--- src/rtl/ternary_zq_stream_if.sv ---
// Coefficient stream from the ternary-to-Zq converter into the Zq multiplier.
// Valid/ready handshake carrying the coefficient, its index and a last-beat flag.
interface ternary_zq_stream_if #(
   parameter int Q_BITS = 13,
   parameter int IDX_W  = 10
);
   logic              out_valid;
   logic              out_ready;
   logic [Q_BITS-1:0] out_coef;
   logic [IDX_W-1:0]  out_idx;
   logic              out_last;

   modport master (
      output out_valid,
      output out_coef,
      output out_idx,
      output out_last,
      input  out_ready
   );

   modport slave (
      input  out_valid,
      input  out_coef,
      input  out_idx,
      input  out_last,
      output out_ready
   );
endinterface

--- src/rtl/ternary_zq_stream.sv ---
// Converts a captured packed trit vector (2 bits/coef, mod-3 form) into a stream of mod-q
// coefficients, zero-padded to N_OUT beats per frame.
module ternary_zq_stream #(
   parameter int N_COEF = 700,
   parameter int N_OUT  = 701,
   parameter int Q_BITS = 13,
   parameter int IDX_W  = 10
) (
   input  logic                clk,
   input  logic                rst,
   input  logic                start,
   input  logic [2*N_COEF:1]   rm_in,
   output logic                busy,
   output logic                done,
   output logic                err_enc,
   ternary_zq_stream_if.master zq
);

   typedef enum logic {IDLE, STREAM} state_t;

   state_t             state_q, state_d;
   logic [2*N_COEF:1]  shadow_q;
   logic [IDX_W-1:0]   idx_q;
   logic               valid;
   logic               accept;
   logic               at_last;
   logic               in_range;
   logic               capture;

   // Trit to mod-q: 2 is -1 mod q; the illegal code 3 maps to 0 and is flagged separately.
   function automatic logic [Q_BITS-1:0] map_trit(input logic [1:0] t);
      case (t)
         2'b01:   map_trit = Q_BITS'(1);
         2'b10:   map_trit = '1;
         default: map_trit = '0;
      endcase
   endfunction

   assign valid    = (state_q == STREAM);
   assign accept   = valid & zq.out_ready;
   assign at_last  = (idx_q == IDX_W'(N_OUT - 1));
   assign in_range = (idx_q < IDX_W'(N_COEF));

   assign busy         = valid;
   assign zq.out_valid = valid;
   assign zq.out_idx   = idx_q;
   assign zq.out_last  = valid & at_last;
   assign zq.out_coef  = (valid && in_range) ? map_trit(shadow_q[2:1]) : '0;

   always_comb begin
      state_d = state_q;
      capture = 1'b0;
      case (state_q)
         IDLE: begin
            if (start) begin
               capture = 1'b1;
               state_d = STREAM;
            end
         end
         STREAM: begin
            if (accept && at_last) state_d = IDLE;
         end
         default: state_d = IDLE;
      endcase
   end

   always_ff @(posedge clk or negedge rst) begin
      if (!rst) state_q <= IDLE;
      else      state_q <= state_d;
   end

   // Shadow copy frees the sampler to refill rm_in while this frame streams out.
   always_ff @(posedge clk or negedge rst) begin
      if (!rst) begin
         shadow_q <= '0;
         idx_q    <= '0;
         done     <= 1'b0;
         err_enc  <= 1'b0;
      end else begin
         done <= accept & at_last;
         if (capture) begin
            shadow_q <= rm_in;
            idx_q    <= '0;
            err_enc  <= 1'b0;
         end else if (accept) begin
            shadow_q <= {2'b00, shadow_q[2*N_COEF:3]};
            idx_q    <= at_last ? '0 : idx_q + IDX_W'(1);
            if (in_range && shadow_q[2:1] == 2'b11) err_enc <= 1'b1;
         end
      end
   end

endmodule

--- src/flat_wrapper.sv ---
// flat-port wrapper written by rule: the top's interface ports become plain ports
module ternary_zq_stream_flat 
#(
   parameter int N_COEF = 700,
   parameter int N_OUT  = 701,
   parameter int Q_BITS = 13,
   parameter int IDX_W  = 10
)
  (clk, rst, start, rm_in, busy, done, err_enc, zq_out_valid, zq_out_coef, zq_out_idx, zq_out_last, zq_out_ready);
  ternary_zq_stream_if #(.Q_BITS(Q_BITS), .IDX_W(IDX_W)) zq_i ();
  input  logic clk;
  input  logic rst;
  input  logic start;
  input  logic [2*N_COEF:1] rm_in;
  output logic busy;
  output logic done;
  output logic err_enc;
  output wire logic [$bits(zq_i.out_valid)-1:0] zq_out_valid;
  output wire logic [$bits(zq_i.out_coef)-1:0] zq_out_coef;
  output wire logic [$bits(zq_i.out_idx)-1:0] zq_out_idx;
  output wire logic [$bits(zq_i.out_last)-1:0] zq_out_last;
  input wire logic [$bits(zq_i.out_ready)-1:0] zq_out_ready;
  assign zq_out_valid = zq_i.out_valid;
  assign zq_out_coef = zq_i.out_coef;
  assign zq_out_idx = zq_i.out_idx;
  assign zq_out_last = zq_i.out_last;
  assign zq_i.out_ready = zq_out_ready;
  ternary_zq_stream #(.N_COEF(N_COEF), .N_OUT(N_OUT), .Q_BITS(Q_BITS), .IDX_W(IDX_W)) u_core (.clk(clk), .rst(rst), .start(start), .rm_in(rm_in), .busy(busy), .done(done), .err_enc(err_enc), .zq(zq_i));
endmodule
--- config.mk ---
export PLATFORM = sky130hd
export DESIGN_NAME = ternary_zq_stream_flat
export DESIGN_NICKNAME = d
export VERILOG_FILES = /design/src/rtl/ternary_zq_stream_if.sv /design/src/rtl/ternary_zq_stream.sv /design/src/flat_wrapper.sv
export SDC_FILE = /design/constraint.sdc
export NUM_CORES = 2
export LEC_CHECK = 0
export CAP_MARGIN = 15
export CORE_AREA = 2 2 554 556
export DETAILED_ROUTE_END_ITERATION = 8
export DIE_AREA = 0 0 556 558
export GPL_TIMING_DRIVEN = 0
export PLACE_DENSITY = 0.42
export SKIP_LAST_GASP = 1
export SLEW_MARGIN = 20
export SYNTH_ARGS = -nofsm -noshare
export SYNTH_HDL_FRONTEND = slang
export SYNTH_SLANG_ARGS = --single-unit
--- constraint.sdc ---
create_clock -name clk -period 2.58 [get_ports clk]
set_input_delay 0.516 -clock clk [delete_from_list [all_inputs] [get_ports clk]]
set_output_delay 0.516 -clock clk [all_outputs]
set_load 0.1 [all_outputs]
==> results.md <==
| Item | Reported |
|:---|:---|
| Area growth from synthesis to final layout | 41.5% |
| Adder-cell share of the synthesized area | 0.0791% |
| TritonCTS clock tree | built |
| Share of total power in combinational logic | 22.4% |
| Post-route fraction of the period consumed by the critical path | 111% |
| Maximum vdd ir drop | 0.000518 V |
| Clock-pin slew of the registers on the worst-case setup and hold paths | 0.06 ns |
| CTS root buffer | clkbuf_16 |
| CTS Buf Count | 178 |
| Number of violations of the max-capacitance limit | 0 |
| Synthesis Warnings | 0 |
| Aggregate negative setup slack | -14.79 ns |
| Failing checks | hold timing, setup timing |
| Minimum period implied by the final worst setup slack | 2.85 ns |
| Sw Share | 31.5% |
| Count of filler cells inserted in the layout | 32611 |
| First-pass iteration count of the detailed router | 6 |
| Die span in x | 556 µm |
| Worst-Skew Late Latency | 0.85 ns |
| Transition time at the pin with the least slew margin | 0.909 ns |
| Critical path fanouts, max | 12 |
| Dominant synthesized flop cell | dfrtp_1 |
| Fraction of post-synthesis cell area in the top cell type by area | 55.9% |
| Worst hold margin | -0.251 ns |
| Starting DRT DRC Count | 5416 |
| Area of all placed cells without fillers | 89500 µm² |
| Core region area | 305000 µm² |
| Mean instance size in the synthesized netlist | 8.19 µm² |
| Compound-Gate Fraction of Synth Area | 14.1% |
| Antenna viol nets, final | 0 |
| Net count, final | 10768 |
| Netlist area before placement | 63200 µm² |
| Post-synthesis simple-gate area fraction | 25.3% |
| Routability cong. | 0.863 |
| Highest clock rate | 351 MHz |
| Tightest slew margin relative to the limit | 39.4% |
| Via count normalized by instance count | 4.61 |
| Count of cell types in the netlist | 38 |
| Largest net degree at the start of global routing | 135 |
| IO buf count | 1431 |
| Run status | complete, but fails checks |
| Final slew viol count | 0 |
| Count of flip-flops with a built-in enable after synthesis | 0 |
| Post-synthesis register bit count | 1413 |
| Half-perimeter wire length after detailed placement | 231000 µm |
| Power, Total | 75500 µW |
| Clock tree buffer depth | 4 |
| Pleak | 0.0376 µW |
| Wire length of the first global-routing pass | 431000 µm |
| Remaining design rule violation count | 0 |
| RSZ-0062 raised after global routing | yes |
| Final wirelength | 300000 µm |
| Share of synthesized flip-flops with an asynchronous set or reset | 100% |
| Count of standard-cell rows | 203 |
| Synthesized instance count | 7722 |
| Most instantiated library cell after synthesis | nand2_1 |
| Standard cell area after detailed placement | 83000 µm² |
| Post-synthesis mux area share | 0.0158% |
| Number of global-route vias before repair | 62607 |
| Startpoint types | register |
| Final number of setup-violating endpoints | 346 |
| Xor/xnor cell area share of the yosys netlist | 0.0138% |
| Number of hold-slack violations in the final timing report | 345 |
| Main combinational cell family by area after synthesis | simple AND/OR/NAND/NOR gates |
| Syn Nets | 9130 |
| Sort of element at the end of the critical path | output port |
| Switching power summed over all nets | 23800 µW |
| Path type of the worst min-delay path | input port to async pin |
| Power Internal | 51800 µW |
| Crit path setup slack, layout | -0.271 ns |
| Overall via count from detail_route | 62662 |
| Number of H-tree levels | 4 |
| GRT Total Usage | 18.6% |
| Data arrival time of the worst path | 2.34 ns |
| Number of antenna violations at the first check in global routing | 193 |
| Setup CP Type | register to output port |
| # clock sinks | 1413 |
| Post-synthesis sequential area ratio | 55.9% |
| Sequential share of power | 44.0% |
| Relative contribution of the clock network to total power | 33.6% |
| Register cell area after layout | 35400 µm² |
| Ports | 1432 |
| Vertical die dimension | 558 µm |
| Die area | 310000 µm² |
| Cell accounting for the most synthesized area | dfrtp_1 |
| Multi-input gate area | 25000 µm² |
| Routed wire length per instance | 22.1 µm |
| Grt ovf | 0 |
| Ranking of synthesized cells by instance count | 2808 x nand2_1, 1413 x dfrtp_1, 1403 x nor2_1 |
| Maximum clock skew at final layout | 0.0386 ns |
| Total power per unit cell area | 844 nW/µm² |
| Crit path required time | 2.06 ns |
| Initial core utilization | 20.8% |
| Share of post-route cells with drive strength above 1 | 7.19% |
| Biggest area contributors in the synthesized netlist | dfrtp_1 56%, nand2_1 17%, a31oi_1 14% |
| Hold bufs inserted after CTS | 3 |
-- state kept, by name, indices dropped and copies added, names as in the netlist --
signal,flops
u_core.done,1
u_core.err_enc,1
u_core.zq.out_idx,10
u_core.busy,1
u_core.shadow_q,1400
-- cell usage in the layout (no fill, tap or decap), drive strengths merged, types with 2 or more instances in the layout --
master | netlist | final
buf | 356 | 393
nand4 | 3 | 3
bufinv | 0 | 5
nor3 | 3 | 3
clkinvlp | 0 | 3
clkinv | 0 | 32
o21ai | 6 | 6
nand3 | 8 | 8
diode | 0 | 96
clkdlybuf4s50 | 0 | 1402
inv | 7 | 15
clkbuf | 280 | 554
clkdlybuf4s15 | 0 | 11
nor2 | 1404 | 1404
a21o | 3 | 3
ha | 4 | 4
nor3b | 2 | 2
a31oi | 1399 | 1399
a21oi | 8 | 8
bufbuf | 0 | 3
nand2 | 2809 | 2809
dfrtp | 1413 | 1413
-- per-stage QoR --
step	cells	setup slack, ns	util (%)
after global placement	13150	-78.99	27.1
after detailed placement	13161	-1.42	27.2
after global routing	13541	-0.384	29.3
final	13592	-0.271	29.4
after floorplan	7722	-0.428	-
after CTS	13492	-0.368	29.3
-- power groups by stage --
| stage | logic [µW] | clock network [µW] | registers, µW |
|---|---|---|---|
| after floorplan | 10600 | 0 | 32700 |
| after global placement | 16100 | 0 | 33700 |
| after detailed placement | 16700 | 0 | 33400 |
| after CTS | 17100 | 26200 | 33100 |
| after global routing | 19200 | 27100 | 34100 |
| final | 16900 | 25400 | 33200 |
-- cell type report --
type                            count  area share (%)
Buffer                            636            3.33
Tap cell                         3997            5.59
Clock buffer                      271            5.96
Antenna cell                       96           0.268
Sequential cell                  1413            39.5
Inverter                            7          0.0294
Clock inverter                     48           0.548
Timing Repair Buffer             1458            16.8
Multi-Input combinational cell   5666            27.9
-- final timing paths --
| kind | from | to | slack [ns] | cells past startpoint |
|---|---|---|---|---|
| max reg2reg | u_core.busy | u_core.shadow_q[1061] | -0.12 | 7 |
| min reg2reg | u_core.err_enc | u_core.err_enc | 0.51 | 1 |
| max | u_core.zq.out_idx[5] | zq_out_coef[1] | -0.27 | 5 |
| min in group clk | rm_in[13] | u_core.shadow_q[13] | 0.23 | 3 |
| max in group asynchronous | rst | u_core.shadow_q[98] | 0.25 | 5 |
| min | rst | u_core.shadow_q[827] | -0.25 | 2 |
-- critical path, stage by stage, from the launching register on --
cell	delay, ns
dfrtp_4	0.50
nand4_1	0.21
a21oi_4	0.10
nor3b_4	0.21
buf_12	0.17
buf_4	0.30
-- what timing repair did --
| item | 4_1_cts | 5_1_grt |
|---|---|---|
| endpoints found under the setup margin | 1658 | 1059 |
| hold endpoints to repair | 97 | 345 |
| gates cloned | 3 | 1 |
| gates resized for setup | 193 | 6 |
| buffers inserted | 6 | 3 |
| pin swaps | 4 | 0 |
-- metal layers --
metal | routed length (µm) | global-route usage (%)
met1 | 124000 | 23.2
met2 | 143000 | 30.9
met3 | 23800 | 5.52
met4 | 8120 | 5.89
met5 | 808 | 0
-- logic make-up (layout without fill, tap and decap cells) --
kind of cell / after synthesis / count (layout)
AO/OA/AOI/OAI: 1421 / 1421
XOR/XNOR: 1 / 1
adder cells (fa/ha/maj): 4 / 4
buffers and inverters: 643 / 2420
flip-flops: 1413 / 1413
multiplexers: 1 / 1
other: 0 / 96
AND/OR/NAND/NOR: 4239 / 4239
No activity file was read; power rests on OpenSTA's default activity.
